<file path="src/rtl/mod4051_pkg.sv">
// Shared constants and types for the modulus-4051 chunk residue engine.
package mod4051_pkg;

    localparam int unsigned MODULUS  = 4051;
    localparam int unsigned RES_W    = 12;
    localparam int unsigned CHUNK_W  = 6;
    localparam int unsigned FOLD_K   = 45;    // 2^12 mod 4051
    localparam int unsigned N_CHUNKS = 67;
    localparam int unsigned IDX_W    = 7;

    typedef logic [RES_W-1:0] res_t;
    typedef logic [17:0]      prod_t;

    typedef enum logic [1:0] {
        StAccum,
        StDrain,
        StDone
    } state_e;

endpackage

</file>
<file path="src/rtl/mod4051_fold18.sv">
// Combinational reduction of an 18-bit value to its residue mod 4051.
module mod4051_fold18
    import mod4051_pkg::*;
(
    input  prod_t prod,
    output res_t  res
);

    logic [12:0] q;

    // High six bits carry weight 2^12, which is congruent to FOLD_K; q <= 6930 < 2M.
    always_comb begin
        q = 13'(prod[17:12]) * 13'(FOLD_K) + 13'(prod[11:0]);
        if (q >= 13'(MODULUS)) begin
            res = res_t'(q - 13'(MODULUS));
        end else begin
            res = res_t'(q);
        end
    end

endmodule

</file>
<file path="src/rtl/mod4051_chunk_accumulator.sv">
// Streams 6-bit chunks LSB-first, weights each by 2^(6k) mod 4051 and accumulates the residue.
module mod4051_chunk_accumulator
    import mod4051_pkg::*;
(
    input  logic               clk,
    input  logic               rst_n,
    input  logic               in_valid,
    output logic               in_ready,
    input  logic [CHUNK_W-1:0] in_chunk,
    input  logic               in_last,
    output logic               out_valid,
    input  logic               out_ready,
    output logic [RES_W-1:0]   out_res,
    output logic               out_ovf
);

    state_e           state;
    res_t             w;
    res_t             acc;
    logic [IDX_W-1:0] idx;
    prod_t            s1_prod;
    logic             s1_vld;
    logic             s1_last;
    logic             ovf;

    res_t             w_next;
    res_t             prod_red;
    logic [RES_W:0]   acc_sum;
    res_t             acc_next;
    logic             in_fire;
    logic             out_fire;
    logic             idx_end;

    mod4051_fold18 u_fold_w (
        .prod ({w, 6'b0}),
        .res  (w_next)
    );

    mod4051_fold18 u_fold_p (
        .prod (s1_prod),
        .res  (prod_red)
    );

    always_comb begin
        in_fire  = in_valid & in_ready;
        out_fire = out_valid & out_ready;
        idx_end  = (idx == IDX_W'(N_CHUNKS - 1));
        acc_sum  = {1'b0, acc} + {1'b0, prod_red};
        if (acc_sum >= (RES_W + 1)'(MODULUS)) begin
            acc_next = res_t'(acc_sum - (RES_W + 1)'(MODULUS));
        end else begin
            acc_next = res_t'(acc_sum);
        end
    end

    assign out_res = acc;
    assign out_ovf = ovf;

    always_ff @(posedge clk or negedge rst_n) begin
        if (!rst_n) begin
            state     <= StAccum;
            w         <= res_t'(1);
            acc       <= '0;
            idx       <= '0;
            s1_prod   <= '0;
            s1_vld    <= 1'b0;
            s1_last   <= 1'b0;
            ovf       <= 1'b0;
            in_ready  <= 1'b1;
            out_valid <= 1'b0;
        end else begin
            s1_vld <= in_fire;
            if (in_fire) begin
                s1_prod <= prod_t'(in_chunk) * prod_t'(w);
                s1_last <= in_last | idx_end;
            end
            if (s1_vld) begin
                acc <= acc_next;
            end

            case (state)
                StAccum: begin
                    if (in_fire) begin
                        w   <= w_next;
                        idx <= idx + IDX_W'(1);
                        if (in_last || idx_end) begin
                            state    <= StDrain;
                            in_ready <= 1'b0;
                            ovf      <= ~in_last;
                        end
                    end
                end
                StDrain: begin
                    // The final product is folded into acc on this same edge.
                    if (s1_vld && s1_last) begin
                        state     <= StDone;
                        out_valid <= 1'b1;
                    end
                end
                StDone: begin
                    if (out_fire) begin
                        acc       <= '0;
                        w         <= res_t'(1);
                        idx       <= '0;
                        ovf       <= 1'b0;
                        out_valid <= 1'b0;
                        in_ready  <= 1'b1;
                        state     <= StAccum;
                    end
                end
                default: state <= StAccum;
            endcase
        end
    end

endmodule

</file>
<file path="config.mk">
export PLATFORM = sky130hd
export DESIGN_NAME = mod4051_chunk_accumulator
export DESIGN_NICKNAME = d
export VERILOG_FILES = /design/src/rtl/mod4051_pkg.sv /design/src/rtl/mod4051_fold18.sv /design/src/rtl/mod4051_chunk_accumulator.sv
export SDC_FILE = /design/constraint.sdc
export NUM_CORES = 1
export LEC_CHECK = 0
export CORE_MARGIN = 5
export CORE_UTILIZATION = 40
export CTS_CLUSTER_SIZE = 16
export DETAILED_ROUTE_END_ITERATION = 8
export PLACE_DENSITY_LB_ADDON = 0.05
export SLEW_MARGIN = 0
export SYNTH_ARGS = -nofsm -noshare
export SYNTH_HDL_FRONTEND = slang
export SYNTH_HIERARCHICAL = 1
export SYNTH_SLANG_ARGS = --single-unit
</file>
<file path="constraint.sdc">
create_clock -name clk -period 10.5 [get_ports clk]
set_input_delay 1.05 -clock clk [delete_from_list [all_inputs] [get_ports clk]]
set_output_delay 1.05 -clock clk [all_outputs]
set_load 0.1 [all_outputs]
</file>
==> results.toml <==
[clock_tree]
clock_latency_ns = 0.31
cts-htree-levels = 2
post_cts_buffers = 0
ctsHoldBuffers = 0
cts_made_buffers = 5
cts_buffer_depth = 2
cts.sinks = 56
path_clk_slew_ns = 0.08
cts_root_buffer = "clkbuf_16"
cts_tree = "done"
cts_resized = 0

[timing]
report.final.hold_viol_count = 0
finalSetupViolCount = 0
fin_crit_sh_pct = 70.7
min_period_ns = 7.42
drv_slew = 0
rsz0062_at_grt = "false"
tightest_slew_ns = 1.04
setup_tns_ns = 0
finClkSkew_ns = 0.0125
max_clock_freq_mhz = 135
relSlewSlack_pct = 30.3

[finish]
layout_common_cells = "inv_1, ha_1, nand2_1"
area_growth_pct = 8.20
final_common_cell = "inv_1"
drive_gt1_share_pct = 4.61
layout.nets = 1158
diodes = 0

[synthesis]
ys.flop_type = "dfrtp_1"
synth_cell_types = 81
synth_seq_cells = 56
syn_avg_cell_area_um2 = 8.67
synth_area_mm2 = 0.00833
ys_warn_count = 6
synthCells = 961
seq_area_frac_synth_pct = 16.9
synth-async-reset-ratio_pct = 100
synth_edf_count = 0

[route]
route.met3.wl_um = 327
via_per_inst = 5.22
wl_mm = 18.6
dr.pass1.iters = 5
wire_per_inst_um = 14.9
ant_nets = 0
drcViolationCount = 0
vias = 6504
wl_met2_mm = 9.11
drt-met1-wl_mm = 8.92
drtIter0Drc = 220
top_layer = "met4"

[flow_run]
drv_cap = 0

[die]
fp.dieH_um = 154
row_count = 52
fp.dieW_um = 154
die-area_mm2 = 0.0238
start_util_pct = 40.9
core_mm2 = 0.0204
ioPinCount = 26

[min_path]
holdPathStages = 2
hold_path_class = "register to register"

[run_status]
status = "completed"

[global_routing]
grt.total_usage_pct = 16.1
antenna_found_initial = 0
grt_overflow = 0
grt_max_degree = 57
grt_pass1_vias = 6464
grt_pass1_wl_mm = 32.1

[setup_path]
cp.required_ns = 10.67
endpoint_kind = "register"
r2r_cells = 27
start_kind = "register"
crit_type = "register to register"
cp.arrival_ns = 7.59
cp_max_fo = 7

[placed_design]
gp_congestion = 0.798
dpl.hpwl_mm = 15.2
port_buffers = 25
## worst paths after layout
kind                                          from                       to  slack (ns)
setup / recovery           s1_prod[13]$_DFFE_PN0P_     out_res[3]$_DFF_PN0_        3.08
hold / removal              s1_prod[5]$_DFFE_PN0P_   s1_prod[5]$_DFFE_PN0P_        0.49
setup reg to reg           s1_prod[13]$_DFFE_PN0P_     out_res[3]$_DFF_PN0_        3.08
hold reg to reg             s1_prod[5]$_DFFE_PN0P_   s1_prod[5]$_DFFE_PN0P_        0.49
max in group asynchronous                    rst_n  s1_prod[15]$_DFFE_PN0P_        9.12
min in group asynchronous                    rst_n       idx[5]$_DFFE_PN0P_        0.87
## area by class of cell
type,count,area [um2]
repair buffers,29,275
fillers,2053,11400
inverters,133,499
clock buffers,5,125
multi-input cells,751,6340
flip-flops and latches,56,1400
well taps,270,338
clock inverters,3,28.8
## synthesized netlist by cell type (all sizes together), types with 29 or more instances
cell,n,area [um2]
and2,63,394
xnor2,29,262
dfrtp,54,1350
o21ai,53,265
a21oi,52,264
xor2,31,279
inv,133,499
nand2,77,292
nor2,53,204
fa,68,1360
ha,103,1290
## sequential cells by signal, summed over array words and instances, names as in the netlist
| signal | cells |
|---|---|
| w | 12 |
| s1_vld | 1 |
| out_valid | 1 |
| in_ready | 1 |
| state | 2 |
| s1_last | 1 |
| out_ovf | 1 |
| out_res | 12 |
| idx | 7 |
| s1_prod | 18 |
## metrics by stage
| step | std cells | setup slack [ns] | cell area, um2 | util (%) | hold WS (ns) |
|---|---|---|---|---|---|
| 2_1_floorplan | 966 | 3.69 | 8350 | - | 0.449 |
| 3_3_place_gp | 1239 | 3.16 | 8860 | 43.5 | 0.470 |
| 3_5_place_dp | 1239 | 3.11 | 8860 | 43.5 | 0.485 |
| 4_1_cts | 1247 | 3.05 | 9010 | 44.3 | 0.503 |
| 5_1_grt | 1247 | 2.54 | 9010 | 44.3 | 0.530 |
| 6_report | 1247 | 3.08 | 9010 | 44.3 | 0.493 |
## worst max-delay path, cell delays in order, from the launching register on
cell,delay [ns]
dfrtp_1,0.42
ha_1,0.32
inv_1,0.06
fa_1,0.49
inv_1,0.05
fa_1,0.49
inv_1,0.05
fa_1,0.49
inv_1,0.04
ha_1,0.41
o211a_1,0.29
o211ai_1,0.10
o311a_1,0.21
nand2_1,0.08
nor4_1,0.51
o211ai_2,0.24
nand2_2,0.15
mux2_4,0.32
fa_1,0.45
a211oi_1,0.30
o21bai_1,0.15
a31oi_1,0.22
xnor2_1,0.29
nand4b_4,0.17
o41ai_4,0.58
nand3_1,0.16
xor2_1,0.17
a21oi_1,0.08
## kinds of logic after synthesis
group                    synth area share (%)
AND/OR/NAND/NOR                          19.1
adder cells (fa/ha/maj)                  31.8
buffers and inverters                    7.22
multiplexers                             1.74
XOR/XNOR                                 6.49
flip-flops                               16.9
other                                  0.0450
AO/OA/AOI/OAI                            16.8
## metal layers
metal,global-route usage (%),vias up
met3,1.31,12
met1,22.0,3131
met5,0,-
li1,-,3284
met2,27.8,77
met4,3.57,0
Power is left out: the tool's default activity adds up to more than one toggle a clock period on the data nets, which glitch-free logic cannot reach.
